### config.mk
export PLATFORM = sky130hd
export DESIGN_NAME = mulacc
export DESIGN_NICKNAME = d
export VERILOG_FILES = /design/src/rtl/mulacc.sv
export SDC_FILE = /design/constraint.sdc
export NUM_CORES = 1
export LEC_CHECK = 0
export ABC_AREA = 1
export BUFFER_PORTS_ARGS = -buffer_cell sky130_fd_sc_hd__buf_4
export CAP_MARGIN = 15
export CORE_MARGIN = 10
export CORE_UTILIZATION = 50
export CTS_CLUSTER_DIAMETER = 100
export DETAILED_ROUTE_END_ITERATION = 10
export PLACE_DENSITY = 0.8
export SYNTH_ARGS = -nofsm -noshare
export SYNTH_HDL_FRONTEND = slang
export SYNTH_SLANG_ARGS = --single-unit
### constraint.sdc
create_clock -name clk -period 2.65 [get_ports clk]
set_clock_uncertainty 0.2 [all_clocks]
set_input_delay 0.3975 -clock clk [delete_from_list [all_inputs] [get_ports clk]]
set_output_delay 0.3975 -clock clk [all_outputs]
set_load 0.05 [all_outputs]
### src/rtl/mulacc.sv
// ---------------------------------------------------------------------------
// mulacc -- sequential shift-add multiply-accumulate unit
//
// Computes res = a*b + c on unsigned WIDTH-bit operands, one multiplier bit
// per clock, LSB first. This is the inverse of the divrem block: feeding it
// quotient/denominator/remainder rebuilds the numerator. It uses the same
// go/ready/error handshake as divrem, so one sequencer can drive both.
//
// Parameters:
//   WIDTH  operand and result width in bits (2..32)
//
// Ports:
//   clk    input   clock, all state updates on posedge
//   rst    input   synchronous active-high reset (wins over go)
//   go     input   start request, sampled at posedge while idle
//   a      input   multiplicand (quotient side)
//   b      input   multiplier (denominator side)
//   c      input   addend (remainder side)
//   ready  output  1 = idle, res/error valid
//   error  output  1 = last a*b+c did not fit in WIDTH bits
//   res    output  low WIDTH bits of a*b+c
//
// Optional build macro:
//   MULACC_EARLY_EXIT_EN  when defined, RUN also finishes as soon as the
//                         remaining multiplier bits are all zero, so the
//                         busy time becomes max(1, bitlen(b)) cycles.
// ---------------------------------------------------------------------------
module mulacc #(
  parameter int WIDTH = 16
) (
  input  logic             clk,
  input  logic             rst,
  input  logic             go,
  input  logic [WIDTH-1:0] a,
  input  logic [WIDTH-1:0] b,
  input  logic [WIDTH-1:0] c,
  output logic             ready,
  output logic             error,
  output logic [WIDTH-1:0] res
);

  // Accumulator is 2*WIDTH+1 bits: (2^W-1)^2 + (2^W-1) always fits, so the
  // overflow flag can be read straight from the bits above WIDTH.
  localparam int AW = 2 * WIDTH + 1;
  localparam int CW = $clog2(WIDTH);
  localparam logic [CW-1:0] LAST_CNT = CW'(WIDTH - 1);

  typedef enum logic {
    IDLE = 1'b0,
    RUN  = 1'b1
  } state_e;

  state_e          state_q, state_d;
  logic [AW-1:0]   acc_q, acc_d;
  logic [AW-1:0]   mcand_q, mcand_d;
  logic [WIDTH-1:0] b_q, b_d;
  logic [CW-1:0]   cnt_q, cnt_d;
  logic [WIDTH-1:0] res_q, res_d;
  logic            err_q, err_d;

  logic [AW-1:0]   accSum;
  logic            lastStep;

  // One partial-product step: add the shifted multiplicand when the current
  // multiplier bit is set.
  assign accSum = acc_q + (b_q[0] ? mcand_q : '0);

  // The final RUN cycle is normally the WIDTH-th one. With early exit, we can
  // also stop once no set multiplier bits remain after this cycle's shift.
  always_comb begin
    lastStep = (cnt_q == LAST_CNT);
`ifdef MULACC_EARLY_EXIT_EN
    lastStep = lastStep | ((b_q >> 1) == '0);
`else
    lastStep = lastStep | 1'b0;
`endif
  end

  // State register.
  always_ff @(posedge clk) begin
    if (rst) begin
      state_q <= IDLE;
    end else begin
      state_q <= state_d;
    end
  end

  // Next-state logic: go only matters while idle, so a request during RUN
  // is simply dropped.
  always_comb begin
    state_d = state_q;
    case (state_q)
      IDLE:    if (go) state_d = RUN;
      RUN:     if (lastStep) state_d = IDLE;
      default: state_d = IDLE;
    endcase
  end

  // Output logic.
  always_comb begin
    ready = (state_q == IDLE);
    error = err_q;
    res   = res_q;
  end

  // Datapath next-state. Starting an operation clears error but leaves res
  // showing the previous result until the new one is written at exit.
  always_comb begin
    acc_d   = acc_q;
    mcand_d = mcand_q;
    b_d     = b_q;
    cnt_d   = cnt_q;
    res_d   = res_q;
    err_d   = err_q;
    case (state_q)
      IDLE: begin
        if (go) begin
          acc_d   = {{(AW - WIDTH){1'b0}}, c};
          mcand_d = {{(AW - WIDTH){1'b0}}, a};
          b_d     = b;
          cnt_d   = '0;
          err_d   = 1'b0;
        end
      end
      RUN: begin
        acc_d   = accSum;
        mcand_d = mcand_q << 1;
        b_d     = b_q >> 1;
        cnt_d   = cnt_q + CW'(1);
        if (lastStep) begin
          res_d = accSum[WIDTH-1:0];
          err_d = |accSum[AW-1:WIDTH];
        end
      end
      default: begin
        acc_d = acc_q;
      end
    endcase
  end

  // Datapath registers. Reset also wipes any partial result of an aborted
  // operation so it can never be presented.
  always_ff @(posedge clk) begin
    if (rst) begin
      acc_q   <= '0;
      mcand_q <= '0;
      b_q     <= '0;
      cnt_q   <= '0;
      res_q   <= '0;
      err_q   <= 1'b0;
    end else begin
      acc_q   <= acc_d;
      mcand_q <= mcand_d;
      b_q     <= b_d;
      cnt_q   <= cnt_d;
      res_q   <= res_d;
      err_q   <= err_d;
    end
  end

endmodule

==> results of run 1 <==
timing repair:
item,CTS,global route
setup endpoints to repair,1,4
gates resized for setup,5,124
gates cloned,0,4
setup buffers,1,5
pin swaps,1,39
path summary, 6_finish.rpt:
check	end	slack [ns]	depth (start not counted)
hold reg to reg	mcand_q[32]	0.27	2
setup / recovery	error	-0.01	17
hold / removal	b_q[15]	0.1	3
setup reg to reg	error	-0.01	17
worst register-to-register path: stages, from the launching register on:
cell and delay, ns:
dfxtp_4 0.41, clkbuf_16 0.18, nand2_2 0.06, inv_2 0.05, ha_4 0.30, nand2_2 0.10
nor2_1 0.20, nand2_1 0.12, nand2_2 0.14, nand2_1 0.06, nand2_1 0.14, nand2_2 0.09
nand3_1 0.08, nand2_1 0.08, nor2_1 0.09, nand2_1 0.09, nor2_4 0.11, a21oi_2 0.06
report_power, final:
| part | switching [mW] | internal (mW) |
|---|---|---|
| clock network | 0.684 | 0.762 |
| registers | 0.0491 | 1.61 |
| logic | 0.235 | 0.180 |
final cells by class:
cell class,count,area (um^2),share of cell area [%]
Multi-Input combinational cell,826,4540,52.0
Sequential cell,104,2090,23.9
Timing Repair Buffer,94,795,9.10
Inverter,202,758,8.69
Clock buffer,9,225,2.58
Tap cell,180,225,2.58
Clock inverter,7,96.3,1.10
per-layer routing:
layer,share of wire [%],wire length (um)
met1,44,8960
met2,46,9510
met3,7.8,1600
met4,2.5,510
met5,0,0
cells in the mapped netlist (2+ instances only):
| cell type | n |
|---|---|
| a31oi_1 | 14 |
| buf_2 | 3 |
| nand3b_1 | 4 |
| nand4_1 | 7 |
| buf_1 | 7 |
| a21oi_1 | 56 |
| o21ai_0 | 16 |
| nand2_1 | 493 |
| ha_1 | 33 |
| inv_1 | 194 |
| nand2_2 | 20 |
| nor2_2 | 18 |
| xor2_1 | 3 |
| nor3_1 | 6 |
| a22oi_1 | 18 |
| nor2_4 | 5 |
| nand3_2 | 2 |
| xnor2_1 | 13 |
| clkbuf_1 | 30 |
| and2_1 | 4 |
| nand3_1 | 59 |
| dfxtp_1 | 104 |
| or2_1 | 7 |
| clkinv_1 | 2 |
| nor2_1 | 35 |
| or2_2 | 6 |
| inv_2 | 6 |
| a21oi_2 | 2 |
stage by stage:
step	power (mW)	cells	area, um^2	TNS, ns
2_1_floorplan	1.90	1172	7000	0
3_3_place_gp	2.04	1396	7740	-0.0995
3_5_place_dp	2.04	1396	7740	-0.0780
4_1_cts	3.47	1413	8080	0
5_1_grt	3.65	1422	8730	-0.232
6_report	3.52	1422	8730	-0.0101
placed cells by master, fill, tap and decap left out, types with 5 or more instances in the layout:
cell type / count
nand4_1: 7
ha_4: 19
nor2_1: 28
xnor2_1: 13
inv_2: 17
nand2_4: 14
a22oi_1: 18
a31oi_1: 14
a21oi_2: 9
nor2_4: 12
dfxtp_1: 102
o21ai_0: 16
nor3_1: 5
nand3_2: 7
or2_2: 6
a21oi_1: 48
nand2_2: 43
clkbuf_16: 12
nand2_1: 456
inv_1: 183
ha_1: 9
ha_2: 5
buf_4: 87
nand3_1: 54
or2_1: 7
nor2_2: 18
state kept, by name, summed over array words and instances (netlist names):
signal	cells
mcand_q	33
b_q	16
cnt_q	4
state_q	1
res	16
error	1
acc_q	33
logic make-up after synthesis:
group,synth area share (%)
and+or+nand+nor,40.3
AOI/OAI and AO/OA,8.79
xor gates and xnor gates,2.00
adders and majority gates,6.18
DFF,29.7
buffers and inverters,13.0
==> run summary, run 1 <==
STA classifies the critical path endpoint as a flip-flop. In this run the horizontal extent of the chip is 138 um. In this run the core area contains 43 standard-cell rows. For the worst setup path, the data required time is 2.70 ns.

Setup repair after global routing could not meet its margin everywhere. The worst IR drop on VDD is 0.252 mV. The global-route met3 utilization is 3.97%. The critical hold path startpoint is b[15]. The number of buffers on the longest clock path came out at 2. The initial standard-cell utilization of the core is 50.8%. The layout net count is 1322. The sequential share of the synthesized area came out at 29.7%.

The fill cell total of the finished layout is 1300. The routed design has 20600 um of wire. Across the run, the number of max-cap violations was 0. Buffers inserted to repair hold after CTS numbered 0.

The layout overhead on the synthesized area is 24.7%. The number of hold violations in the final report is 0. The most instantiated flip-flop cell in the synthesis netlist is dfxtp_1.

Counting I/O delays and the setup requirement, the final critical path takes 2.66 ns. The post-detailed-route DRC marker count is 0. The wire length of the first global-routing pass came out at 31400 um. The headroom to the max-slew limit came out at 66.0%.

The die footprint came out at 0.0191 mm^2. The power density relative to cell area came out at 403 mW/mm^2. After global routing, the most crowded layer is met2.

The later pin in the worst-skew pair is clocked with a latency of 0.36 ns. The warning count from the yosys run came out at 0. Port buffering added 68 buffers. The clock tree from TritonCTS is done. The number of vias after detailed routing came out at 7237. The leakage power is 4.52 nW. The cell repeated most along the worst path is nand2_1.

The worst-case hold slack is 0.0986 ns. The number of global-route vias before repair came out at 6514. The number of diodes is 0. The cell at the slowest stage of the critical path is dfxtp_4. Timing would allow up to 0.376 GHz. The count of nets left with antenna violations once routing finished came out at 0. The share of async-settable or async-resettable flops after synthesis is 0%. Clock-pin slew was measured on the worst setup and hold paths at 0.08 ns. The slew at the pin closest to its max-slew limit came out at 0.510 ns. The total core area is 0.0138 mm^2.

Timing analysis after detailed placement gives a worst setup slack of -0.0780 ns. The depth of the CTS H-tree came out at 3. The number of enable flip-flop cells after synthesis came out at 0. The detailed-route wire length per cell is 14.5 um. The remaining global-route overflow is 0.

The number of flip-flops and latches in the synthesized netlist is 104. Broken down by cell family, the worst path's largest delay share belongs to simple AND/OR/NAND/NOR gates. The fraction of layout cells with a size suffix above 1 is 21.4%. The number of different library cells in the post-synthesis netlist came out at 33. The top cell type by area accounts for 29.7% of the synthesized area. The final count of negative-setup-slack endpoints came out at 1. Walking the worst path, the cells encountered are clkbuf_16, nand2_2, inv_2, ha_4, nand2_2, nor2_1, nand2_1, nand2_2, nand2_1, nand2_1, nand2_2, nand3_1, nand2_1, nor2_1, nand2_1, nor2_4, a21oi_2. The biggest area contributor in the post-synthesis netlist is dfxtp_1. The global-route total usage across every layer is 19.2%. Across all setup checks in the final design, the least slack found is -0.0101 ns.

The maximum fanout count along the critical path is 7. The critical path starts at b_q[0]. The vertical die dimension came out at 138 um. The number of pins exceeding their max-slew limit in the final report came out at 0. For this run, global-route usage on met2 was measured as 30.6%. The synthesized instance count came out at 1172. The path class of the tightest hold or removal check is input pin to flip-flop. In this run the clock root is driven by a clkbuf_16. The area of the mapped netlist came out at 0.00700 mm^2. The net count after synthesis came out at 1257. The checks that failed: negative setup slack.

The run finished, with violations left. Each instance of the synthesized netlist takes up on average 5.97 um^2. The total CTS buffers came out at 9. The arrival time of the worst setup path came out at 2.71 ns. The final critical-path share of the clock period came out at 100%. The total buffers and inverters traversed by the critical path came out at 2. The top-level port count came out at 69. The biggest cell delay along the critical path came out at 0.41 ns. Global routing consumed, on the met1 layer, 25.0% of the routing resources. The start of the worst register-to-register path is b_q[0]. The via density per instance came out at 5.09.

The critical path is of the flip-flop to flip-flop type. The length of the first detailed-routing pass in iterations came out at 8. The congestion estimate from routability-driven global placement came to 1.01. The critical path launch point type is a flip-flop.

The total clock sinks is 104. The number of antenna violations at the first check in global routing is 0. Cells fill 63.4% of the core in the end. By area the synthesized netlist is led by dfxtp_1, nand2_1, inv_1.

Entering global routing, the biggest net connects 50 pins. The first-iteration detailed-routing DRC count came out at 582. Summed over all nets, the half-perimeter wirelength after detailed placement is 14900 um.
Power figures use the tool's default switching activity.
==> run 2, diff against run 1 <==
--- a/config.mk
+++ b/config.mk
@@ -12,7 +12,8 @@
 export CORE_UTILIZATION = 50
 export CTS_CLUSTER_DIAMETER = 100
 export DETAILED_ROUTE_END_ITERATION = 10
-export PLACE_DENSITY = 0.8
+export PLACE_DENSITY_LB_ADDON = 0.12
+export SLEW_MARGIN = 20
 export SYNTH_ARGS = -nofsm -noshare
 export SYNTH_HDL_FRONTEND = slang
 export SYNTH_SLANG_ARGS = --single-unit
==> run 2 against run 1 <==
  * The flow now finishes without violations
  * Largest power group unchanged
  * Register-to-register slack gained 0.14 ns
  * Final area decreased by 2.2%
  * Critical path depth down 2
  * Worst hold slack got worse by 0.014 ns
==> run summary, run 2 (synthesis results as in run 1) <==
Result of the run: finished, final reports clean (was finished with violations). The final critical-path required period is 2.52 ns (was 2.66 ns). The total wire length is 19900 um (was 20600 um). The headroom to the max-slew limit came out at 58.9% (was 66.0%). The switching share of power is 27.7% (was 27.5%).

The data required time of the worst path came out at 2.71 ns (was 2.70 ns). The length of the first detailed-routing pass in iterations came out at 5 (was 8). The maximum number of pins on one net before global-route repair is 56 (was 50). The total number of placement rows is 43 (unchanged). The hold-critical path depth came out at 3 (unchanged). Largest registers: acc_q x33, mcand_q x33 (unchanged). RSZ-0062 raised after global routing: yes (unchanged).

The number of hold violations in the final report is 0 (unchanged). The worst-case hold slack is 0.0843 ns (was 0.0986 ns). The proportion of power drawn by the clock network came out at 38.9% (was 41.1%). Most used cells in the layout excluding fill and tap cells: nand2_1, inv_1, dfxtp_1, buf_4, nand3_1 (unchanged). The count of buffers inserted at the top-level ports is 68 (unchanged).

The die span in x was 138 um (unchanged). The number of antenna violations at the first check in global routing was 0 (unchanged). The number of cell instances on the worst register-to-register path came out at 15 (was 17). The placement-stage cell area was 0.00780 mm^2 (was 0.00774 mm^2). The critical path launch point type is a flip-flop (unchanged). The clock tree root driver cell is clkbuf_16 (unchanged). The combinational power share came to 11.9% (was 11.8%).

The sort of element at the end of the critical path was a flip-flop (unchanged). The routability-driven placement congestion ratio came out at 0.957 (was 1.01). The remaining number of nets flagged by the antenna check after routing is 0 (unchanged). The total core area is 0.0138 mm^2 (unchanged). The CTS clock-pin slew for the worst setup and hold paths is 0.08 ns (about the same). The fraction of layout cells with a size suffix above 1 is 18.4% (was 21.4%).

The number of hold buffers added after CTS is 0 (unchanged). The wire length of the first global-routing pass is 32500 um (was 31400 um). The sequential fraction of design power came out at 49.2% (was 47.1%). The leakage power is 4.40 nW (was 4.52 nW).

The maximum fanout count along the critical path came to 18 (was 7). The most common library cell in the layout ignoring fill and taps was nand2_1 (unchanged). The vertical die dimension is 138 um (unchanged). The total CTS buffers is 9 (unchanged). The critical setup path kind is flip-flop to flip-flop (unchanged).

The slew at the pin closest to its max-slew limit was 0.617 ns (was 0.510 ns). The top-level port count came out at 69 (unchanged). The global-route total usage across every layer was 20.0% (was 19.2%). The summed negative setup slack over all endpoints came out at 0 ns (was -0.0101 ns). The clock latency on the worst-skew pair is 0.37 ns (was 0.36 ns). The number of pins exceeding their max-slew limit in the final report is 0 (unchanged). The first-iteration detailed-routing DRC count came out at 427 (was 582). The arrival time of the worst setup path is 2.58 ns (was 2.71 ns). The fill cell total of the finished layout came out at 1407 (was 1300).

The total clock sinks is 104 (unchanged). The number of diodes came out at 0 (unchanged). The switching power summed over all nets came out at 932 uW (was 968 uW). The via density per instance was 4.99 (was 5.09). The placed wire-length estimate after detailed placement came out at 15200 um (was 14900 um). The worst IR drop on VDD is 0.590 mV (was 0.252 mV). The initial standard-cell utilization of the core is 50.8% (unchanged). The clock tree from TritonCTS is done (unchanged). The depth of the CTS H-tree came out at 3 (unchanged). The power density relative to cell area came to 394 mW/mm^2 (was 403 mW/mm^2). The cell area after layout came out at 0.00854 mm^2 (was 0.00873 mm^2).

The start of the worst register-to-register path was b_q[0] (unchanged). The critical hold path startpoint is b[15] (unchanged). The layout overhead on the synthesized area was 22.0% (was 24.7%).

The number of vias after detailed routing came to 7096 (was 7237). The internal cell power came out at 2.43 mW (was 2.55 mW). The detailed-route wire length per cell came out at 14.0 um (was 14.5 um). The layout net count is 1322 (unchanged). The number of buffers on the longest clock path came out at 2 (unchanged). The first element of the critical path is b_q[0] (unchanged). The class of the most critical hold timing path is input pin to flip-flop (unchanged). The max-cap check violation count came out at 0 (unchanged). The final critical-path share of the clock period is 95.1% (was 100%). The final count of negative-setup-slack endpoints is 0 (was 1). The die footprint came to 0.0191 mm^2 (unchanged). The maximum clock rate is 0.397 GHz (was 0.376 GHz).

The number of global-route vias before repair is 6728 (was 6514). The post-detailed-route DRC marker count came out at 0 (unchanged). The remaining global-route overflow came to 0 (unchanged).
-- run 2: cell type report --
class / instances / area (um^2) / share of cell area [%]
clock buffers: 10 / 229 / 2.68
clock inverters: 6 / 52.6 / 0.615
inverters: 202 / 758 / 8.88
multi-input cells: 826 / 4440 / 52.0
flip-flops and latches: 104 / 2090 / 24.5
well taps: 180 / 225 / 2.64
repair buffers: 94 / 743 / 8.70
-- run 2: metrics by stage --
step           setup WS, ns  utilization, %  power, mW  cells
6_report              0.129            62.0       3.37   1422
5_1_grt             -0.0205            62.0       3.51   1422
4_1_cts              0.0214            58.7       3.36   1419
3_5_place_dp        -0.0157            56.6       2.06   1403
3_3_place_gp       -0.00164            56.6       2.05   1403
2_1_floorplan        0.0463               -       1.90   1172
-- run 2: worst paths after layout --
check,to,slack [ns]
worst max-delay path,error,0.13
worst min register to register,mcand_q[32],0.27
worst min-delay path,b_q[15],0.08
worst max register to register,error,0.13
-- run 2: worst max-delay path: stages (launching register included) --
cell	delay [ns]
dfxtp_4	0.37
buf_12	0.15
nand2_1	0.06
inv_1	0.04
ha_1	0.39
nand2_1	0.15
nor2_1	0.19
nand2_1	0.13
nor2_1	0.12
nand2_1	0.09
nand3_1	0.09
nand2_1	0.08
nor2_1	0.13
nand2_1	0.08
nor2_2	0.11
a21oi_2	0.05
-- run 2: repair_timing --
| item | in CTS | in global routing |
|---|---|---|
| buffers inserted | 0 | 3 |
| setup endpoints to repair | 1 | 6 |
| gates resized for setup | 1 | 83 |
| pin swaps | 0 | 17 |
| cloned | 0 | 0 |
-- run 2: power groups by stage --
stage / logic, mW / registers [mW] / clock network (mW)
2_1_floorplan: 0.236 / 1.67 / 0
3_3_place_gp: 0.367 / 1.69 / 0
3_5_place_dp: 0.371 / 1.69 / 0
4_1_cts: 0.373 / 1.65 / 1.34
5_1_grt: 0.446 / 1.66 / 1.40
6_report: 0.399 / 1.66 / 1.31
-- run 2: per-layer routing --
metal  global-route usage [%]  vias up  share of wire (%)
li1                         -     3695                  -
met5                        0        -                  0
met3                     5.10       23                6.6
met1                     25.5     3223                 46
met4                     3.72        0                1.4
met2                     33.3      155                 46
==> run 3, diff against run 2 <==
--- a/config.mk
+++ b/config.mk
@@ -6,12 +6,12 @@
 export NUM_CORES = 1
 export LEC_CHECK = 0
 export ABC_AREA = 1
-export BUFFER_PORTS_ARGS = -buffer_cell sky130_fd_sc_hd__buf_4
 export CAP_MARGIN = 15
 export CORE_MARGIN = 10
 export CORE_UTILIZATION = 50
 export CTS_CLUSTER_DIAMETER = 100
 export DETAILED_ROUTE_END_ITERATION = 10
+export DONT_BUFFER_PORTS = 1
 export PLACE_DENSITY_LB_ADDON = 0.12
 export SLEW_MARGIN = 20
 export SYNTH_ARGS = -nofsm -noshare
==> run 3 against run 2 <==
  * First-iteration DRC count grew 2.3%
  * Maximum frequency shrank 4.3%
  * Non-clock buffer count shrank 26
  * Flip-flop and latch count is the same
  * Via count shrank 0.61%
  * Combinational power shrank 6.3%
  * Sequential share of layout area shrank 0.69 points
  * Worst setup slack lost 0.11 ns
  * Final area grew 2.8%
  * Register-to-register slack lost 0.11 ns
  * Cell count shrank 1.8%
  * Critical path type unchanged
  * Total power grew 2.8%
==> run summary, run 3 (synthesis results as in run 1) <==
Result of the run: finished, final reports clean (unchanged). The top-level port count is 69 (unchanged). The total CTS buffers came out at 9 (unchanged). The final core area utilization came to 63.7% (was 62.0%). The post-detailed-route DRC marker count was 0 (unchanged). The total core area came to 0.0138 mm^2 (unchanged). The critical path launch point type is a flip-flop (unchanged). The placement-stage cell area came out at 0.00736 mm^2 (was 0.00780 mm^2). The number of diodes came out at 0 (unchanged). The summed negative setup slack over all endpoints is 0 ns (unchanged). The detailed-route wire length per cell came out at 15.2 um (was 14.0 um). The remaining global-route overflow came out at 0 (unchanged). The global-route met3 utilization came out at 4.42% (was 5.10%).

The total number of placement rows came to 43 (unchanged). The headroom to the max-slew limit came out at 60.1% (was 58.9%). The via density per instance came out at 5.05 (was 4.99). The maximum fanout count along the critical path is 7 (was 18). The maximum clock rate is 0.380 GHz (was 0.397 GHz). The class of the most critical hold timing path is input pin to flip-flop (unchanged). The die span in x came to 138 um (unchanged). The layout overhead on the synthesized area is 25.4% (was 22.0%). The total wire length is 21200 um (was 19900 um). The remaining number of nets flagged by the antenna check after routing came to 0 (unchanged). The data required time of the worst path came out at 2.70 ns (was 2.71 ns). The length of the first detailed-routing pass in iterations is 5 (unchanged).

The cell area after layout is 0.00878 mm^2 (was 0.00854 mm^2). The met2 routing resource usage after global routing came out at 32.5% (was 33.3%). The clock tree root driver cell is clkbuf_16 (unchanged). The die footprint was 0.0191 mm^2 (unchanged). The worst IR drop on VDD is 0.361 mV (was 0.590 mV).

The wire length of the first global-routing pass was 32700 um (was 32500 um). The global-route total usage across every layer was 20.3% (was 20.0%). The layout net count is 1296 (was 1322). The met1 layer usage reported by global route came to 26.8% (was 25.5%). The total clock sinks came to 104 (unchanged). The routability-driven placement congestion ratio came to 0.958 (was 0.957).

The depth of the CTS H-tree came to 3 (unchanged). The number of buffers on the longest clock path came out at 2 (unchanged). The clock tree from TritonCTS is done (unchanged). The slack of the critical path is 0.0167 ns (was 0.129 ns). The max-cap check violation count is 0 (unchanged). The pre-CTS worst setup slack came out at -0.0840 ns (was -0.0157 ns). The number of hold violations in the final report is 0 (unchanged). The number of antenna violations at the first check in global routing came out at 0 (unchanged). The number of global-route vias before repair came to 6533 (was 6728). The number of vias after detailed routing is 7053 (was 7096).

The CTS clock-pin slew for the worst setup and hold paths is 0.08 ns (about the same). The sort of element at the end of the critical path is a flip-flop (unchanged). The final critical-path required period is 2.63 ns (was 2.52 ns). The fraction of layout cells with a size suffix above 1 is 22.3% (was 18.4%). Largest registers: acc_q x33, mcand_q x33 (unchanged). The worst-case hold slack is 0.00543 ns (was 0.0843 ns).

The vertical die dimension came out at 138 um (unchanged). The placed wire-length estimate after detailed placement is 15000 um (was 15200 um). The most common library cell in the layout ignoring fill and taps is nand2_1 (unchanged). The clock latency on the worst-skew pair is 0.36 ns (was 0.37 ns). The final count of negative-setup-slack endpoints came to 0 (unchanged). The final cell count without fillers came out at 1396 (was 1422). The leakage power came out at 4.46 nW (was 4.40 nW). The routing layer with the top usage in global route is met2 (unchanged). The number of pins exceeding their max-slew limit in the final report was 0 (unchanged).

The maximum number of pins on one net before global-route repair is 57 (was 56). Most used cells in the layout excluding fill and tap cells: nand2_1, inv_1, dfxtp_1, nand2_2 (was nand2_1, inv_1, dfxtp_1, buf_4, nand3_1). The final critical-path share of the clock period came out at 99.4% (was 95.1%). The slew at the pin closest to its max-slew limit came out at 0.598 ns (was 0.617 ns). The arrival time of the worst setup path is 2.69 ns (was 2.58 ns). The post-layout total power came out at 3.46 mW (was 3.37 mW). The count of buffers inserted at the top-level ports is 0 (was 68). The first-iteration detailed-routing DRC count is 437 (was 427). RSZ-0062 raised after global routing: yes (unchanged). The power density relative to cell area is 394 mW/mm^2 (about the same). The number of placed instances with taps included came out at 1347 (was 1403). The initial standard-cell utilization of the core came to 50.8% (unchanged).

The critical setup path kind is flip-flop to flip-flop (unchanged).
-- run 3: cell types whose count changed in the layout (fill, tap and decap cells not counted), moves of 5 or more --
cell           before  now
nand2_1           474  434
buf_4              91   52
nand2_2            32   61
inv_1             194  181
inv_2               6   18
nand2_4             7   18
dlygate4sd3_1       0    8
a21oi_1            51   45
nor2_1             30   24
nor2_4              9   15
ha_1               10    5
nand3_1            57   52
-- run 3: final cells by class --
cell class                      instances  area (um^2)
Clock buffer                           11          243
Clock inverter                          5         62.6
Fill cell                            1301         4990
Inverter                              202          761
Multi-Input combinational cell        826         4770
Sequential cell                       104         2090
Tap cell                              180          225
Timing Repair Buffer                   68          631
-- run 3: layer usage --
metal  up-vias  routed length [um]
met5         -                   0
met4         0                 348
met3        27                1280
met2       170                9930
met1      3197                9640
li1       3659                   -
-- run 3: final timing paths --
| check | from | end | slack [ns] | cells past startpoint |
|---|---|---|---|---|
| hold reg to reg | mcand_q[32] | mcand_q[32] | 0.27 | 2 |
| setup reg to reg | b_q[0] | error | 0.02 | 20 |
| setup / recovery | b_q[0] | error | 0.02 | 20 |
| hold / removal | c[12] | acc_q[12] | 0.005 | 2 |
-- run 3: power by group --
part           internal (mW)  switching, mW
combinational          0.148          0.227
clock                  0.769          0.657
sequential              1.61         0.0485
total                   2.53          0.932
-- run 3: critical path, stage by stage (launching register included) --
cell and delay (ns):
dfxtp_4 0.38, buf_12 0.14, buf_16 0.14, nand2_2 0.07
inv_1 0.07, ha_4 0.28, inv_1 0.07, nand2_2 0.12
nand3_2 0.12, nand2_4 0.10, nand2_2 0.06, nand2_4 0.08
nand2_2 0.07, nand2_1 0.07, nand2_1 0.07, nand2_1 0.06
nand2_1 0.06, nor2_2 0.11, nand2_2 0.07, nor2_2 0.12
a21oi_2 0.07
-- run 3: repair_timing --
item	4_1_cts	5_1_grt
setup buffers	2	19
hold endpoints to repair	53	0
pin swaps	5	69
gates resized for setup	28	150
gates cloned	1	2
setup endpoints to repair	1	6
hold buffers	9	0
